File: src/rtl/fdiv.sv
// Multi-cycle single-precision divider: radix-2 restoring mantissa division
// over 26 iterations, then one normalisation step, guard-bit rounding and packing.
module fdiv (
    input  logic        clk,
    input  logic        reset,
    input  logic        start,
    input  logic [31:0] op1,
    input  logic [31:0] op2,
    output logic        busy,
    output logic        valid,
    output logic [31:0] result
);

    typedef enum logic [1:0] {
        IDLE = 2'd0,
        DIV  = 2'd1,
        NORM = 2'd2
    } state_t;

    state_t             state_r;
    state_t             state_next_s;
    logic               sig_r;
    logic signed [9:0]  e_r;
    logic [24:0]        r_r;
    logic [23:0]        mb_r;
    logic               z1_r;
    logic               z2_r;
    logic [4:0]         cnt_r;
    logic [25:0]        q_r;

    logic               ge_s;
    logic [24:0]        diff_s;
    logic [24:0]        r_next_s;
    logic [22:0]        m_pre_s;
    logic               g_s;
    logic signed [9:0]  ex_pre_s;
    logic [23:0]        m_rnd_s;
    logic signed [9:0]  ex_s;
    logic [31:0]        res_s;

    // State register
    always_ff @(posedge clk or posedge reset) begin
        if (reset) begin
            state_r <= IDLE;
        end else begin
            state_r <= state_next_s;
        end
    end

    // Next-state logic; the last divide iteration is at counter value 25
    always_comb begin
        state_next_s = state_r;
        case (state_r)
            IDLE: begin
                if (start) begin
                    state_next_s = DIV;
                end else begin
                    state_next_s = IDLE;
                end
            end
            DIV: begin
                if (cnt_r == 5'd25) begin
                    state_next_s = NORM;
                end else begin
                    state_next_s = DIV;
                end
            end
            NORM:    state_next_s = IDLE;
            default: state_next_s = IDLE;
        endcase
    end

    // One restoring-division step and the normalise/round/pack of the final quotient
    always_comb begin
        ge_s     = (r_r >= {1'b0, mb_r});
        diff_s   = r_r;
        m_pre_s  = 23'd0;
        g_s      = 1'b0;
        ex_pre_s = e_r;
        if (ge_s) begin
            diff_s = r_r - {1'b0, mb_r};
        end else begin
            diff_s = r_r;
        end
        r_next_s = diff_s << 1;

        // Quotient lies in [0.5, 2), so a single right-or-none shift normalises it
        if (q_r[25]) begin
            m_pre_s  = q_r[24:2];
            g_s      = q_r[1];
            ex_pre_s = e_r;
        end else begin
            m_pre_s  = q_r[23:1];
            g_s      = q_r[0];
            ex_pre_s = e_r - 10'sd1;
        end
        m_rnd_s = {1'b0, m_pre_s} + {23'd0, g_s};
        if (m_rnd_s[23]) begin
            ex_s = ex_pre_s + 10'sd1;
        end else begin
            ex_s = ex_pre_s;
        end

        if (z1_r) begin
            res_s = {sig_r, 31'd0};
        end else if (z2_r) begin
            res_s = {sig_r, 8'hFF, 23'd0};
        end else if (ex_s >= 10'sd255) begin
            res_s = {sig_r, 8'hFF, 23'd0};
        end else if (ex_s <= 10'sd0) begin
            res_s = {sig_r, 31'd0};
        end else begin
            res_s = {sig_r, ex_s[7:0], m_rnd_s[22:0]};
        end
    end

    // Operand capture, iteration datapath and registered outputs
    always_ff @(posedge clk or posedge reset) begin
        if (reset) begin
            sig_r  <= 1'b0;
            e_r    <= 10'sd0;
            r_r    <= 25'd0;
            mb_r   <= 24'd0;
            z1_r   <= 1'b0;
            z2_r   <= 1'b0;
            cnt_r  <= 5'd0;
            q_r    <= 26'd0;
            busy   <= 1'b0;
            valid  <= 1'b0;
            result <= 32'd0;
        end else begin
            busy  <= (state_next_s != IDLE);
            valid <= (state_r == NORM);
            case (state_r)
                IDLE: begin
                    if (start) begin
                        sig_r <= op1[31] ^ op2[31];
                        e_r   <= $signed({2'b00, op1[30:23]} - {2'b00, op2[30:23]} + 10'd127);
                        r_r   <= {2'b01, op1[22:0]};
                        mb_r  <= {1'b1, op2[22:0]};
                        z1_r  <= (op1[30:23] == 8'd0);
                        z2_r  <= (op2[30:23] == 8'd0);
                        cnt_r <= 5'd0;
                        q_r   <= 26'd0;
                    end
                end
                DIV: begin
                    r_r   <= r_next_s;
                    q_r   <= {q_r[24:0], ge_s};
                    cnt_r <= cnt_r + 5'd1;
                end
                NORM: begin
                    result <= res_s;
                end
                default: begin
                    cnt_r <= 5'd0;
                end
            endcase
        end
    end

endmodule

File: config.mk
export PLATFORM = sky130hd
export DESIGN_NAME = fdiv
export DESIGN_NICKNAME = d
export VERILOG_FILES = /design/src/rtl/fdiv.sv
export SDC_FILE = /design/constraint.sdc
export NUM_CORES = 1
export LEC_CHECK = 0
export ABC_AREA = 0
export CAP_MARGIN = 20
export CORE_ASPECT_RATIO = 0.75
export CORE_MARGIN = 2
export CORE_UTILIZATION = 58
export DETAILED_ROUTE_END_ITERATION = 7
export GPL_TIMING_DRIVEN = 0
export PLACE_DENSITY = 0.82
export SLEW_MARGIN = 20
export SYNTH_ARGS = -nofsm -noshare
export SYNTH_HDL_FRONTEND = slang
export SYNTH_SLANG_ARGS = --single-unit
File: constraint.sdc
create_clock -name clk -period 5.4 [get_ports clk]
set_clock_uncertainty 0.15 [all_clocks]
set_input_delay 0.54 -clock clk [delete_from_list [all_inputs] [get_ports clk]]
set_output_delay 0.54 -clock clk [all_outputs]
set_load 0.05 [all_outputs]
# == Word level (Yosys, flattened, before mapping) ==
# Cells that the tools add are included.
# W data, S select, Z words.
# word_totals
reg_bits,129
output_inout_bits,34
input_bits,67
elab_cells,54
# op_classes
n_mux,18
n_eq_ne,4
n_addsub,7
n_reduce_logical,8
n_lt_le_gt_ge,3
bitwise,2
# ops
op,count
$mux W31,4
$pmux W26 S2,1
$pmux W25 S2,1
$mux W26,1
$ge A25 B24 Y1,1
$mux W25,1
$add A23 B1 Y24,1
$mux W24,1
$sub A24 B24 Y24,1
$mux W23,1
$mux W10,2
$logic_not A8 Y1,2
$pmux W5 S3,1
$add A10 B2 Y10 const B,1
$add A9 B8 Y10 const B,1
$ge A10 B9 Y1 const B,1
$le A10 B1 Y1 const B,1
$sub A10 B2 Y10 const B,1
$sub A8 B8 Y9,1
$reduce_and A2 Y1,3
$add A5 B1 Y5 const B,1
$eq A5 B5 Y1 const B,1
$mux W5,1
$pmux W2 S2,1
9 further kinds,11

# == Longest topological paths before layout ==
# Gate-level depths: netlist of the first run.
# logic_depth
word_depth,9
depth_mapped,18
depth_no_buf,12

# == Worst setup path before layout of the first run ==
# No wires, ideal clock.
# synth_timing
path_type,flip-flop to flip-flop
startpoint,register q_r[25]
endpoint,register result[12]
setup_slack_ps,623
synth_period_minus_slack_ps,4777
setup_ps,92
n_path_buf,8
path_stages_with_launch,19
arrival_ps,4535
t_required_ps,5158
cell_sequence,dfrtp_1 -> buf_4 -> buf_2 -> buf_1 -> buf_1 -> clkbuf_1 -> mux2_2 -> ha_1 -> and2_1 -> nand4_2 -> or4_1 -> clkbuf_1 -> or4_4 -> nand2_2 -> o41ai_2 -> or4_1 -> buf_2 -> buf_6 -> o31ai_2
# synth_via
elab_chain_cells,8
elab_cells_between_ends,12
classes_between,2 x add/sub; 2 x order compare; 8 x mux
# synth_lines
item,line,source
"start, declared",29,logic [25:0] q_r;
"start signal, assigned",149,"q_r <= {q_r[24:0], ge_s};"
$mux W23 (tied with other cells),88,if (q_r[25]) begin
$add A23 B1 Y24 or $add A10 B2 Y10 (tied branches),"97, 99",
$mux W10,98,if (m_rnd_s[23]) begin
$le A10 B1 Y1,110,end else if (ex_s <= 10'sd0) begin
$mux W31,110,
$mux W31 (*),108,end else if (ex_s >= 10'sd255) begin
$mux W31 (*),106,end else if (z2_r) begin
$mux W31 (*),104,if (z1_r) begin
"end signal, assigned",153,result <= res_s;
"end, declared",11,output logic [31:0] result
# Mark *: on every way between the ends. The rest lies on a longest branch, timed or not.
# A chain may end at the register's enable or synchronous reset.

# == Final worst setup path of the first run ==
# layout_timing
startpoint,register q_r[25]
endpoint,register result[19]
# Same word-level chain as after synthesis.

==> flow_summary.toml, run 1 <==
[status]
status = "completed"

[die]
die_w_um = 147
core_mm2 = 0.0151
rows = 39
design.die.area_mm2 = 0.0163
io_pins = 101
die_h_um = 111
initial_core_util_pct = 58.9

[yosys]
postSynthCellCount = 1027
yosysSeqAreaShare_pct = 36.3
ys.flop_type = "dfrtp_1"
yosys_warnings = 0
async_flop_share_pct = 100
ys_ff_latch = 129
syn-num-nets = 1135
synthDistinctLibCells = 80
netlist_area_mm2 = 0.00888
syn_area_per_cell_um2 = 8.65
synth_edf_count = 0

[cells_and_area]
nNetsFinal = 1253
stdcell_area_mm2 = 0.0108
multiInputGateArea_mm2 = 0.00516
antennaDiodeCount = 0
layout_common_cells = "nand2_1, dfrtp_1, clkdlybuf4s50_1"
seqCellArea_mm2 = 0.00323
layout_commonest_cell = "nand2_1"
drive_gt1_share_pct = 7.94
area_growth_pct = 21.2
fill_cells = 1203

[route]
vias = 8349
drc = 0
drtIter0Drc = 855
avgViaCountPerCell = 6.13
first_pass_iters = 6
wl_um = 24400
wl_per_cell_um = 17.9
antenna_left = 0

[sta]
fin_crit_sh_pct = 94.1
whs_ns = 0.317
fmax_mhz = 197
relSlewSlack_pct = 36.8
hold_viol = 0
period_minus_slack_ns = 5.08
rsz0062_at_grt = "false"
setup-tns-final_ns = 0
worst_pin_slew_ns = 0.947
setup_viol = 0
finalMaxSlewViolations = 0

[place]
dp.final_hpwl_um = 17700
finalWeightedCongestion = 0.960
io_buffers = 100
dpl-instance-area_mm2 = 0.0102

[cts]
root_buffer = "clkbuf_16"
cts_tree = "yes"
cts_max_level = 4
cts_buffers = 17
clkSinkCount = 129
post_cts.repair.setup_buffers = 0
path_clk_slew_ns = 0.06
clock_path_buffers = 2
insertion_delay_ns = 0.43
ctsHoldBuffers = 0

[critical_path]
r2r.worst_path.cells = 14
critPathLaunchType = "flop"
arrival_ns = 5.23
crit_type = "reg2reg"
cp.required_ns = 5.55
critPathMaxStageDelay_ns = 0.57
r2r_start = "q_r[25]"
cp_top_family = "simple AND/OR/NAND/NOR gates"
crit_path_top_delay_cell = "or4_1"
cp-end-kind = "flop"
path_cells = "buf_4, clkbuf_1, mux2_2, ha_1, and2_1, nand4_2, or4_1, clkbuf_1, or4_1, a32o_1, nand4b_1, nand2_1, buf_2, o31ai_2"
worstPathMaxFanout = 37
r2r_end = "result[19]"
crit_buf_inv = 4
r2r_setup_slack_ns = 0.32

[run]
drv_cap = 0

[pwr]
powerDensity_mw_per_mm2 = 657
peakVddDrop_v = 0.000319
cellLeakagePower_nw = 4.46
finalPower_mw = 7.07

[grt]
grt_pass1_wl_um = 40800
gr-total-overflow = 0
grt_usage_pct = 31.2
antenna_found_initial = 0
grt_max_degree = 80
first_global_vias = 8077

[hold_path]
min_from = "mb_r[23]"
hold_end = "mb_r[23]"
hold_class = "reg2reg"
min_path_cells = 2
[worst reg2reg max path: cells and delay by family, from the launching register on]
family | cells | cell delay, ns
AO/OA/AOI/OAI | 2 | 0.34
adder cells (fa/ha/maj) | 1 | 0.16
buffers and inverters | 4 | 1.42
flip-flops | 1 | 0.48
multiplexers | 1 | 0.26
AND/OR/NAND/NOR | 6 | 2.12
[synth_stat cells, drive strengths merged (9+ instances only)]
cell	number	area, um2
nand2	132	498
a31oi	9	56.3
a21oi	56	280
nor3	13	70.1
inv	64	240
a22o	22	193
nor2	51	191
nor4	9	62.6
nor2b	12	75.1
nand4	16	106
o31ai	34	355
xnor2	25	219
o211ai	12	90.1
nand3	36	180
mux2i	24	240
and2	10	62.6
clkbuf	38	144
dfrtp	129	3230
buf	22	115
a211oi	14	105
xor2	21	184
o21ai	92	460
ha	39	488
nor3b	16	120
o21a	15	113
[routing by layer]
layer	track usage [%]	vias to the layer above	wire [um]
met5	0	-	0
met2	46.8	350	10700
met1	45.2	3977	11300
met3	7.04	39	2050
li1	-	3983	-
met4	9.68	0	456
[worst max-delay path by stage]
stage | from | cells past startpoint | slack, ns | to
after floorplan | q_r[25] | 18 | 0.62 | result[12]
final | q_r[25] | 14 | 0.32 | result[19]
after CTS | q_r[25] | 15 | 0.1 | result[16]
after global routing | q_r[25] | 14 | 0.009 | result[21]
after global placement | reset | 2 | -0.61 | result[27]
after detailed placement | q_r[25] | 16 | -0.52 | result[3]
[cells by family (layout without fill, tap and decap cells)]
kind of cell,after synthesis,after routing,share of synthesized area [%]
adders and majority gates,41,41,5.94
and+or+nand+nor,343,343,19.5
buffers and inverters,125,256,5.66
xor gates and xnor gates,46,46,4.54
muxes,28,28,3.21
DFF,129,129,36.3
AOI/OAI and AO/OA,315,315,24.8
[cell type report]
class | count | share of cell area [%]
inverters | 65 | 2.34
multi-input cells | 773 | 47.9
repair buffers | 102 | 9.62
flip-flops and latches | 129 | 30.0
well taps | 205 | 2.38
plain buffers | 57 | 2.29
clock inverters | 11 | 1.28
clock buffers | 21 | 4.18
[flip-flops by register name (all words and copies together) (netlist names)]
name and cells:
sig_r 1, busy 1, state_r 2, r_r 25, result 32, e_r 10, z2_r 1, z1_r 1
q_r 26, valid 1, cnt_r 5, mb_r 24
[timing repair]
item                                    CTS  global route
endpoints found under the setup margin   29            23
resized for setup                         1             0
pin swaps                                 0             0
gates cloned                              0             0
[where the power goes]
group	internal [mW]	switching [mW]
logic	1.62	2.60
clock network	0.733	0.449
registers	1.38	0.289
total	3.73	3.34
[through the flow]
stage	setup slack, ns	util [%]	std cells
floorplan	0.623	-	1027
finish	0.318	71.4	1363
detailed placement	-0.524	67.5	1333
global placement	-0.611	67.2	1332
global route	0.00928	71.4	1363
CTS	0.0978	71.4	1363
Power figures use the tool's default switching activity.
==> run 2: changes to the inputs <==
Settings changed: GPL_ROUTABILITY_DRIVEN from default to 0.
==> run 2 against run 1 <==
Compared with the run above:
- register-to-register slack barely moved
- worst hold slack got worse by 0.0071 ns
- worst setup slack lost 0.0030 ns
- sequential share of layout area rose by 0.073 points
- critical path type unchanged
- largest power group unchanged
==> flow_summary.toml, run 2 (synthesis results as in run 1) <==
[hold_path]
hold_end = "mb_r[23]"
hold_class = "reg2reg"
min_from = "mb_r[23]"
min_path_cells = 2

[sta]
worst_pin_slew_ns = 1.10
setup-tns-final_ns = 0
finalMaxSlewViolations = 0
relSlewSlack_pct = 26.4
rsz0062_at_grt = "false"
fmax_mhz = 197
period_minus_slack_ns = 5.08
setup_viol = 0
whs_ns = 0.310
fin_crit_sh_pct = 94.2
hold_viol = 0
setup_ws_ns = 0.315

[cells_and_area]
antennaDiodeCount = 0
drive_gt1_share_pct = 8.03
layout_commonest_cell = "nand2_1"
largest_reg_flops = 32
reg.largest.list = "result (32), q_r (26), r_r (25)"
nNetsFinal = 1253
layout_common_cells = "nand2_1, dfrtp_1, clkdlybuf4s50_1"
area_growth_pct = 20.9
regMostFlops = "result"

[critical_path]
setup.worst_path.start = "q_r[25]"
arrival_ns = 5.24
r2r.worst_path.cells = 14
critPathMaxStageDelay_ns = 0.55
worstPathMaxFanout = 37
r2r_start = "q_r[25]"
cp-end-kind = "flop"
r2r_setup_slack_ns = 0.32
cp_top_family = "simple AND/OR/NAND/NOR gates"
crit_path_top_delay_cell = "or4_1"
crit_type = "reg2reg"
path_cells = "buf_4, clkbuf_1, mux2_2, ha_1, and2_1, nand4_2, or4_1, clkbuf_1, or4_1, a32o_1, nand4b_1, nand2_1, buf_2, o31ai_2"
r2r_end = "result[3]"
critPathLaunchType = "flop"
crit_buf_inv = 4
cp.required_ns = 5.56

[cts]
root_buffer = "clkbuf_16"
clkSinkCount = 129
cts_buffers = 17
clock_path_buffers = 2
path_clk_slew_ns = 0.06
cts_tree = "yes"
post_cts.repair.setup_buffers = 0
insertion_delay_ns = 0.43
cts_max_level = 4

[pwr]
switching_share_pct = 47.2
p_sw_mw = 3.28
cellLeakagePower_nw = 4.44
pwr-share-seq_pct = 24.0
peakVddDrop_v = 0.000315
power_frac_comb_pct = 59.9
powerDensity_mw_per_mm2 = 647
intPower_mw = 3.67
clock_power_share_pct = 16.2
finalPower_mw = 6.96

[route]
drc = 0
avgViaCountPerCell = 6.10
drtIter0Drc = 808
vias = 8310
wl_um = 23800
wl_per_cell_um = 17.4
first_pass_iters = 5
antenna_left = 0

[die]
rows = 39
core_mm2 = 0.0151
io_pins = 101
design.die.area_mm2 = 0.0163
initial_core_util_pct = 58.9
die_w_um = 147
die_h_um = 111

[grt]
antenna_found_initial = 0
first_global_vias = 7798
grt_pass1_wl_um = 39600
grt_max_degree = 70
gr-total-overflow = 0
grt_usage_pct = 30.2

[status]
status = "completed"

[place]
dp.final_hpwl_um = 17400
io_buffers = 100
dp_slack_ns = -0.524

[run]
drv_cap = 0
==> run 2: changes by cell type in the layout (fill, tap and decap cells not counted), sizes merged <==
cell and change:
bufinv -1, clkinv +1
==> run 2: worst max-delay path by stage <==
stage | endpoint | slack, ns | depth (start not counted)
floorplan | result[12] | 0.62 | 18
global placement | mb_r[6] | -0.54 | 2
detailed placement | result[3] | -0.52 | 16
CTS | result[3] | 0.13 | 15
global route | result[3] | 0.06 | 14
finish | result[3] | 0.32 | 14
==> run 2: tightest hold or removal path: stages, from the launching register on <==
cell and delay, ns:
dfrtp_1 0.32, inv_1 0.06, nand2_1 0.05
==> run 2: repair_timing <==
item,CTS,global route
gates resized for setup,0,1
hold buffers,0,0
endpoints found under the setup margin,28,23
==> run 2: layout make-up <==
cell class | count | area (um2)
sequential | 129 | 3230
multi-input combinational | 773 | 5160
fill | 1153 | 4340
clock buffer | 21 | 450
tap | 205 | 256
inverter | 65 | 255
clock inverter | 11 | 114
timing repair buffer | 102 | 1040
buffer | 57 | 246
==> run 2: power by group through the flow <==
stage	Clock [mW]	Sequential [mW]	Combinational, mW
floorplan	0	1.90	2.81
global placement	0	1.66	3.97
detailed placement	0	1.67	4.06
CTS	1.13	1.66	4.10
global route	1.18	1.72	4.57
finish	1.12	1.67	4.17
==> run 2: per-stage QoR <==
stage | area [um2] | utilization, % | cells
floorplan | 8880 | - | 1027
global placement | 10100 | 67.2 | 1332
detailed placement | 10200 | 67.6 | 1334
CTS | 10700 | 71.3 | 1364
global route | 10700 | 71.2 | 1363
finish | 10700 | 71.2 | 1363
==> run 2: routing by layer <==
layer	vias to the layer above	GRT usage, %	part of all wire [%]
met5	-	0	0
li1	3963	-	-
met2	339	45.7	44
met1	3968	44.3	46
met4	0	7.76	1.4
met3	40	6.42	8.2
